$ cat config.mk
export PLATFORM = sky130hd
export DESIGN_NAME = adc_sample_packer
export DESIGN_NICKNAME = d
export VERILOG_FILES = /design/src/rtl/adc_sample_packer.sv
export SDC_FILE = /design/constraint.sdc
export NUM_CORES = 1
export LEC_CHECK = 0
export ABC_AREA = 1
export CORE_MARGIN = 10
export CORE_UTILIZATION = 57
export DETAILED_ROUTE_END_ITERATION = 8
export GPL_ROUTABILITY_DRIVEN = 0
export MAX_ROUTING_LAYER = met4
export PLACE_DENSITY = 0.8
export SYNTH_ARGS = -nofsm -noshare
export SYNTH_HDL_FRONTEND = slang
export SYNTH_SLANG_ARGS = --single-unit
$ cat constraint.sdc
create_clock -name aclk -period 7.85 [get_ports aclk]
set_input_delay 1.1775 -clock aclk [delete_from_list [all_inputs] [get_ports aclk]]
set_output_delay 1.1775 -clock aclk [all_outputs]
set_load 0.05 [all_outputs]
$ cat src/rtl/adc_sample_packer.sv
// ADC sample packer: generates adc_clk, captures 8-bit samples at mid-period and
// packs them little-endian into 32-bit stream words behind a single holding register.
module adc_sample_packer #(
    parameter int DIV_W = 16,
    parameter int CNT_W = 32
) (
    input  logic             aclk,
    input  logic             areset,
    input  logic             start,
    input  logic             stop,
    input  logic             repeat_en,
    input  logic [DIV_W-1:0] clk_div,
    input  logic [CNT_W-1:0] sample_count,
    output logic             adc_clk,
    input  logic [7:0]       adc_data,
    output logic [31:0]      m_tdata,
    output logic [3:0]       m_tkeep,
    output logic             m_tlast,
    output logic             m_tvalid,
    input  logic             m_tready,
    output logic             busy,
    output logic             overrun
);
    // state | meaning
    // IDLE  | waiting for start, adc_clk low
    // RUN   | dividing, capturing and packing samples
    // DRAIN | waiting for the final word of the pass to be accepted
    typedef enum logic [1:0] {IDLE, RUN, DRAIN} state_t;

    state_t           state, state_nxt;
    logic [DIV_W-1:0] div_q, div_cnt, div_src;
    logic [CNT_W-1:0] cnt_q, remain, cnt_src;
    logic             rep_q;
    logic [1:0]       byte_idx;
    logic [31:0]      part_data, packed_data, emit_data;
    logic [3:0]       keep_hi, keep_lo, emit_keep;
    logic             start_ok, tick, cap, last_smp, word_done, flush, emit, emit_last;
    logic             out_free, enter_run;

    assign busy     = (state != IDLE);
    assign start_ok = start && !stop && (sample_count != '0);
    assign tick     = (div_cnt == '0);
    assign cap      = (state == RUN) && !stop && tick && adc_clk;
    assign last_smp = (remain == CNT_W'(1));
    assign word_done = cap && ((byte_idx == 2'd3) || last_smp);
    assign flush    = (state == RUN) && stop && (byte_idx != 2'd0);
    assign emit     = word_done || flush;
    assign out_free = !m_tvalid || m_tready;

    assign packed_data = part_data | ({24'b0, adc_data} << {byte_idx, 3'b000});
    assign emit_data   = flush ? part_data : packed_data;
    // keep_hi counts the byte being captured now; keep_lo covers only bytes already held
    assign keep_hi   = {byte_idx == 2'd3, byte_idx >= 2'd2, byte_idx >= 2'd1, 1'b1};
    assign keep_lo   = {1'b0, byte_idx == 2'd3, byte_idx >= 2'd2, byte_idx >= 2'd1};
    assign emit_keep = flush ? keep_lo : keep_hi;
    assign emit_last = flush || last_smp;

    assign div_src   = (state == IDLE) ? ((clk_div == '0) ? DIV_W'(1) : clk_div) : div_q;
    assign cnt_src   = (state == IDLE) ? sample_count : cnt_q;
    assign enter_run = (state != RUN) && (state_nxt == RUN);

    always_ff @(posedge aclk or posedge areset) begin
        if (areset) state <= IDLE;
        else        state <= state_nxt;
    end

    always_comb begin
        state_nxt = state;
        case (state)
            IDLE:  if (start_ok) state_nxt = RUN;
            RUN: begin
                if (stop)                 state_nxt = (flush || !out_free) ? DRAIN : IDLE;
                else if (cap && last_smp) state_nxt = DRAIN;
            end
            DRAIN: if (out_free) state_nxt = (rep_q && !stop) ? RUN : IDLE;
            default: state_nxt = IDLE;
        endcase
    end

    always_ff @(posedge aclk or posedge areset) begin
        if (areset) begin
            div_q     <= '0;
            div_cnt   <= '0;
            cnt_q     <= '0;
            remain    <= '0;
            rep_q     <= 1'b0;
            byte_idx  <= 2'd0;
            part_data <= '0;
            adc_clk   <= 1'b0;
            m_tdata   <= '0;
            m_tkeep   <= '0;
            m_tlast   <= 1'b0;
            m_tvalid  <= 1'b0;
            overrun   <= 1'b0;
        end else begin
            if (state == IDLE && start_ok) begin
                div_q   <= div_src;
                cnt_q   <= sample_count;
                rep_q   <= repeat_en;
                overrun <= 1'b0;
            end
            if (stop && state != IDLE) rep_q <= 1'b0;

            if (enter_run) begin
                div_cnt   <= div_src - DIV_W'(1);
                adc_clk   <= 1'b0;
                remain    <= cnt_src;
                byte_idx  <= 2'd0;
                part_data <= '0;
            end else if (state == RUN && !stop) begin
                if (tick) begin
                    adc_clk <= !adc_clk;
                    div_cnt <= div_q - DIV_W'(1);
                end else begin
                    div_cnt <= div_cnt - DIV_W'(1);
                end
                if (cap) begin
                    remain    <= remain - CNT_W'(1);
                    byte_idx  <= byte_idx + 2'd1;
                    part_data <= word_done ? '0 : packed_data;
                end
            end else begin
                adc_clk   <= 1'b0;
                byte_idx  <= 2'd0;
                part_data <= '0;
            end

            // single holding register: a word finishing while it is still occupied is lost
            if (emit && out_free) begin
                m_tvalid <= 1'b1;
                m_tdata  <= emit_data;
                m_tkeep  <= emit_keep;
                m_tlast  <= emit_last;
            end else begin
                if (m_tready) m_tvalid <= 1'b0;
                if (emit)     overrun  <= 1'b1;
            end
        end
    end
endmodule

==> results by group, run 1 <==
Timing
  – Hold Violations, Final: 0
  – Worst rel slew slack: 0.286
  – Aggregate negative setup slack: 0 ns
  – Pins Over Slew Limit: 0
  – Setup slack after layout: 2.79 ns
  – RSZ-0062 raised after global routing: no
  – Finish-stage setup viols: 0
  – Worst Max-Slew Pin Slew: approximately 1.1 ns
  – Final worst-path cycle share: 0.644
  – Highest achievable clock rate: 198 MHz
  – Final critical delay including setup and external delays: 5.06 ns
  – Layout Skew: 0.00951 ns

Setup path
  – Critical path capture point type: register
  – Flop2flop setup slack: 3.59 ns
  – Kind of start point of the critical path: input pin
  – Worst path arrival time: roughly 5.4 ns
  – Data required time at the worst endpoint: 8.15 ns
  – Largest fanout on the critical path: 59
  – Crit Path Category: input pin to register

Logic synthesis
  – Most instantiated flip-flop cell in the synthesis netlist: sky130_fd_sc_hd__dfrtp_1
  – Number of synthesized flops with an enable pin: 0
  – Warnings from Yosys: 0
  – Mean area per synthesized cell: 7.40 um^2
  – Total nets after synthesis: 1381
  – Number of unique standard cell types used by synthesis: 47
  – Synthesized flop and latch total: 173
  – Cells after Synth: 1312
  – Ys async rst share: 1.00
  – Portion of the post-synthesis area used by sequential elements: 0.446
  – Cell area after technology mapping: slightly below 0.01 mm^2

Clock tree
  – Hold bufs inserted after CTS: 0
  – Maximum buffer depth of the clock tree: 2
  – Cts repair resizes: 0
  – Number of sinks driven by the clock tree: 173
  – Worst-path clk slew: 0.06 ns
  – Number of buffers added by the clock tree synthesis step: 17
  – CTS tree: yes
  – H-tree depth: 4
  – Setup Buffers After CTS: 0
  – Latest clock arrival within the worst-skew pair: 0.44 ns
  – Root Buffer: sky130_fd_sc_hd__clkbuf_16

Final layout
  – Layout cell share with drive strength beyond 1: 0.0606
  – Final nets: 1441
  – Commonest non-fill, non-tap cell in the layout: sky130_fd_sc_hd__nand2_1
  – Commonest cells after routing, fill and taps aside: sky130_fd_sc_hd__nand2_1 (295), sky130_fd_sc_hd__nor2_1 (183), sky130_fd_sc_hd__dfrtp_1 (173)
  – Area delta synth->final: 16.3%
  – Final design area excluding fillers: 0.0113 mm^2
  – Final design utilization: 0.678

Floorplanning
  – I/O pin count: ~100
  – Area of the core: 0.0166 mm^2
  – Overall die area: 0.0226 mm^2
  – Die Ht: 150 um
  – Effective utilization at floorplan: 0.583
  – Floorplan row count: 47
  – Die width: 150 um

Route
  – Routed Antenna Nets: 0
  – Vias/cell: 5.58
  – Number of detailed-route iterations in the first pass: 5
  – Detailed-route wire length per cell: 15.4 um
  – Violation count after the first detailed-routing iteration: about 890
  – Routed wire length: 24.7 mm
  – Remaining DRCs: 0
  – Total via count in the routed design: 8956

Placement
  – Total of buffers placed on input and output ports: 102
  – Cell area reported after detailed placement: 0.0107 mm^2
  – Worst slack, placed: 2.47 ns
  – Half-perimeter wire length after detailed placement: 17.1 mm

Hold path
  – Worst Hold Class: register to register

Global route
  – First-pass GRT wire length: 41.0 mm
  – Via count of the first global-routing pass: between 8000 and 9000
  – Global routing usage summed across all routing layers: 0.229
  – Number of antenna violations at the first check in global routing: 1
  – Largest net degree at the start of global routing: approximately 100
  – Grt ovf: 0

Pwr
  – Overall power of the completed layout: 0.00266 W
  – Worst vdd ir: 169 uV
  – Power per cell area: 236 mW/mm^2
  – Static leakage power: approximately 5.1 nW

Outcome
  – Result of the run: finished clean

Run
  – Maxcap violations: 0
## cell usage after synthesis (all sizes together), types with 15 or more instances
cell    count  area (um^2)
o211ai     20          150
clkbuf     36          135
inv       156          586
nand3      78          390
a21oi      46          230
nand2     309         1210
a31oi      32          200
nor2      197          798
a41oi      15          131
dfrtp     173         4330
o21ai     129          661
buf        31          179
## critical path, stage by stage
cell	delay (ns)
sky130_fd_sc_hd__clkdlybuf4s50_1	0.51
sky130_fd_sc_hd__nor2_1	0.09
sky130_fd_sc_hd__inv_1	0.11
sky130_fd_sc_hd__nand4_2	0.41
sky130_fd_sc_hd__nand2_4	0.72
sky130_fd_sc_hd__clkinv_1	0.86
sky130_fd_sc_hd__nand2_1	0.85
sky130_fd_sc_hd__inv_1	0.34
sky130_fd_sc_hd__nand2_1	0.16
sky130_fd_sc_hd__o21ai_0	0.11
## metrics by stage
stage          hold slack, ns  cells
2_1_floorplan           0.449   1312
3_3_place_gp            0.464   1573
3_5_place_dp            0.466   1573
4_1_cts                 0.483   1605
5_1_grt                 0.514   1606
6_report                0.485   1606
## area by class of cell
| class | instances | area, um^2 |
|---|---|---|
| diodes | 1 | 2.50 |
| clock buffers | 19 | 443 |
| multi-input cells | 913 | 4470 |
| well taps | 220 | 275 |
| fillers | 1429 | 5350 |
| repair buffers | 108 | 1070 |
| clock inverters | 13 | 106 |
| flip-flops and latches | 173 | 4330 |
| inverters | 159 | 603 |
## final timing paths
| check | start | to | depth (start not counted) |
|---|---|---|---|
| setup / recovery | m_tready | div_cnt[1] | 10 |
| hold / removal | m_tdata[19] | m_tdata[19] | 2 |
| setup reg to reg | m_tvalid | div_cnt[1] | 10 |
| hold reg to reg | m_tdata[19] | m_tdata[19] | 2 |
| max in group asynchronous | areset | remain[30] | 3 |
| min in group asynchronous | areset | m_tdata[29] | 2 |
## logic make-up after synthesis
kind of cell,after synthesis,share of synthesized area
buf+inv,226,0.0940
xor+xnor,18,0.0162
simple gates,614,0.268
flops,173,0.446
compound gates,274,0.166
fa+ha+maj,7,0.00902
## layer usage
layer  routed length [um]  track usage  part of all wire  up-vias
met5                    0            -                 0        -
met4                  657       0.0841             0.027        0
met3                 1800       0.0438             0.073       49
met2                11000        0.345              0.44      328
met1                11300        0.302              0.46     4179
li1                     -            -                 -     4400
## sequential cells by signal, summed over array words and instances, names as in the netlist, 2 cells and up
| register | flops |
|---|---|
| cnt_q | 32 |
| m_tdata | 32 |
| part_data | 32 |
| remain | 32 |
| div_cnt | 16 |
| div_q | 16 |
| m_tkeep | 4 |
| byte_idx | 2 |
| state | 2 |
## report_power, final
group	total, W	internal (W)	switching (W)
clock network	0.000796	0.000420	0.000376
logic	0.000714	0.000254	0.000461
registers	0.00115	0.00104	0.000113
total	0.00266	0.00171	0.000950
Note: power is estimated with default switching activity, not from simulation.
==> inputs of run 2 (changes only) <==
==> constraint.sdc (replaced) <==
create_clock -name aclk -period 4.8 [get_ports aclk]
set_input_delay 0.72 -clock aclk [delete_from_list [all_inputs] [get_ports aclk]]
set_output_delay 0.72 -clock aclk [all_outputs]
set_load 0.05 [all_outputs]
==> results by group, run 2 (synthesis results as in run 1) <==
Timing
  – Hold Violations, Final: 0
  – Pins Over Slew Limit: 0
  – Highest achievable clock rate: 301 MHz
  – Final worst-path cycle share: 0.692
  – Layout Skew: 0.0130 ns
  – Finish-stage setup viols: 0
  – RSZ-0062 raised after global routing: no
  – Aggregate negative setup slack: 0 ns
  – Worst Max-Slew Pin Slew: 1.06 ns
  – Worst rel slew slack: 0.288
  – Final critical delay including setup and external delays: 3.32 ns

Final layout
  – Commonest non-fill, non-tap cell in the layout: sky130_fd_sc_hd__nand2_1
  – Layout cell share with drive strength beyond 1: 0.0647
  – Fillers: 1425
  – Final nets: 1447
  – Area delta synth->final: 17.6%
  – Final design utilization: 0.686
  – Commonest cells after routing, fill and taps aside: sky130_fd_sc_hd__nand2_1 (295), sky130_fd_sc_hd__nor2_1 (183), sky130_fd_sc_hd__dfrtp_1 (173)
  – Total inserted antenna cells: 0

Placement
  – Total of buffers placed on input and output ports: 102
  – Half-perimeter wire length after detailed placement: 17.2 mm

Clock tree
  – Cts repair resizes: 0
  – Root Buffer: sky130_fd_sc_hd__clkbuf_16
  – H-tree depth: 4
  – Worst-path clk slew: 0.07 ns
  – Number of buffers added by the clock tree synthesis step: 17
  – Hold bufs inserted after CTS: 0
  – Setup Buffers After CTS: 0
  – Maximum buffer depth of the clock tree: 2
  – CTS tree: yes
  – Number of sinks driven by the clock tree: 173
  – Latest clock arrival within the worst-skew pair: between 0.4 and 0.5 ns

Hold path
  – Hold wc startpoint: m_tdata[10]
  – Cell count of the worst hold path: 2
  – Worst Hold Class: register to register

Setup path
  – Crit path launch: state[0]
  – Worst path depth: 4
  – Crit Reg-Reg Startpoint: div_cnt[15]
  – R2R depth: 12
  – Kind of start point of the critical path: register
  – Worst path arrival time: 2.60 ns
  – Slowest cell delay on critical path: 0.88 ns
  – Crit Path Category: register to output port
  – Top delay family on crit path: buffers and inverters
  – Data required time at the worst endpoint: between 4 and 5 ns
  – Critical path capture point type: output port
  – Crit path max-delay cell type: sky130_fd_sc_hd__clkdlybuf4s50_1
  – CP Buf/Inv Count: 3
  – Cell chain of the critical path: inv_2, nand2_1, buf_4, clkdlybuf4s50_1
  – Largest fanout on the critical path: 28

Global route
  – Grt ovf: 0
  – Number of antenna violations at the first check in global routing: 0
  – Largest net degree at the start of global routing: 127
  – Global routing usage summed across all routing layers: 0.231
  – First-pass GRT wire length: 41.2 mm
  – Via count of the first global-routing pass: 8313

Route
  – Routed wire length: 25.1 mm
  – Detailed-route wire length per cell: between 15 and 20 um
  – Total routed wire length on the met1 layer: 11.4 mm
  – Detailed route wirelength on metal2: 11.4 mm
  – Total via count in the routed design: between 9000 and 10000
  – Violation count after the first detailed-routing iteration: 834
  – Highest metal layer used by the detailed router: met4
  – Number of detailed-route iterations in the first pass: 5
  – Remaining DRCs: 0
  – WL met3: 1.91 mm
  – Routed Antenna Nets: 0
  – Vias/cell: 5.60

Floorplanning
  – Effective utilization at floorplan: 0.583
  – Die width: 150 um
  – Area of the core: roughly 0.017 mm^2
  – Floorplan row count: 47
  – Overall die area: 0.0226 mm^2
  – Die Ht: approximately 150 um
  – I/O pin count: 103

Outcome
  – Result of the run: finished clean

Pwr
  – Overall power of the completed layout: 0.00450 W
  – Power per cell area: around 400 mW/mm^2
  – Static leakage power: 5.17 nW
  – Worst vdd ir: 305 uV

Run
  – Maxcap violations: 0
[run 2: cell types whose count changed in the layout (fill, tap and decap cells not counted), moves of 2 or more]
cell / before / now
sky130_fd_sc_hd__buf_4: 6 / 10
sky130_fd_sc_hd__inv_6: 7 / 3
sky130_fd_sc_hd__bufinv_16: 0 / 3
sky130_fd_sc_hd__buf_12: 0 / 2
[run 2: path summary, 6_finish.rpt]
path                                 end  slack (ns)
setup / recovery                    busy        1.48
hold / removal               m_tdata[10]        0.48
setup reg to reg                 m_tlast        1.52
hold reg to reg              m_tdata[10]        0.48
max in group asynchronous     div_cnt[3]        3.34
min in group asynchronous  part_data[19]        0.55
[run 2: routing by layer]
metal / GRT usage / up-vias
met5: - / -
met4: 0.0651 / 0
met3: 0.0480 / 44
met2: 0.339 / 379
met1: 0.317 / 4194
li1: - / 4400
[run 2: metrics by stage]
| stage | instances | area (um^2) | setup WS (ns) | hold WS [ns] |
|---|---|---|---|---|
| 5_1_grt | 1610 | 11400 | 1.16 | 0.506 |
| 3_5_place_dp | 1579 | 10800 | 1.12 | 0.470 |
| 4_1_cts | 1610 | 11400 | 1.49 | 0.489 |
| 6_report | 1610 | 11400 | 1.48 | 0.483 |
| 2_1_floorplan | 1312 | 9710 | 1.87 | 0.449 |
| 3_3_place_gp | 1579 | 10800 | 1.19 | 0.464 |
[run 2: tightest hold or removal path: cells and delay by family (launching register included)]
family / cells / cell delay (ns)
flops: 1 / 0.34
simple gates: 1 / 0.05
compound gates: 1 / 0.06
[run 2: power breakdown]
part / switching, W / internal (W)
Clock: 0.000618 / 0.000827
Combinational: 0.000753 / 0.000421
Sequential: 0.000186 / 0.00170
[run 2: layout make-up]
type,instances,area [um^2],area share
clock buffers,17,425,0.0373
clock inverters,14,185,0.0162
inverters,159,602,0.0527
multi-input cells,913,4470,0.391
flip-flops and latches,173,4330,0.379
well taps,220,275,0.0241
repair buffers,114,1140,0.0995
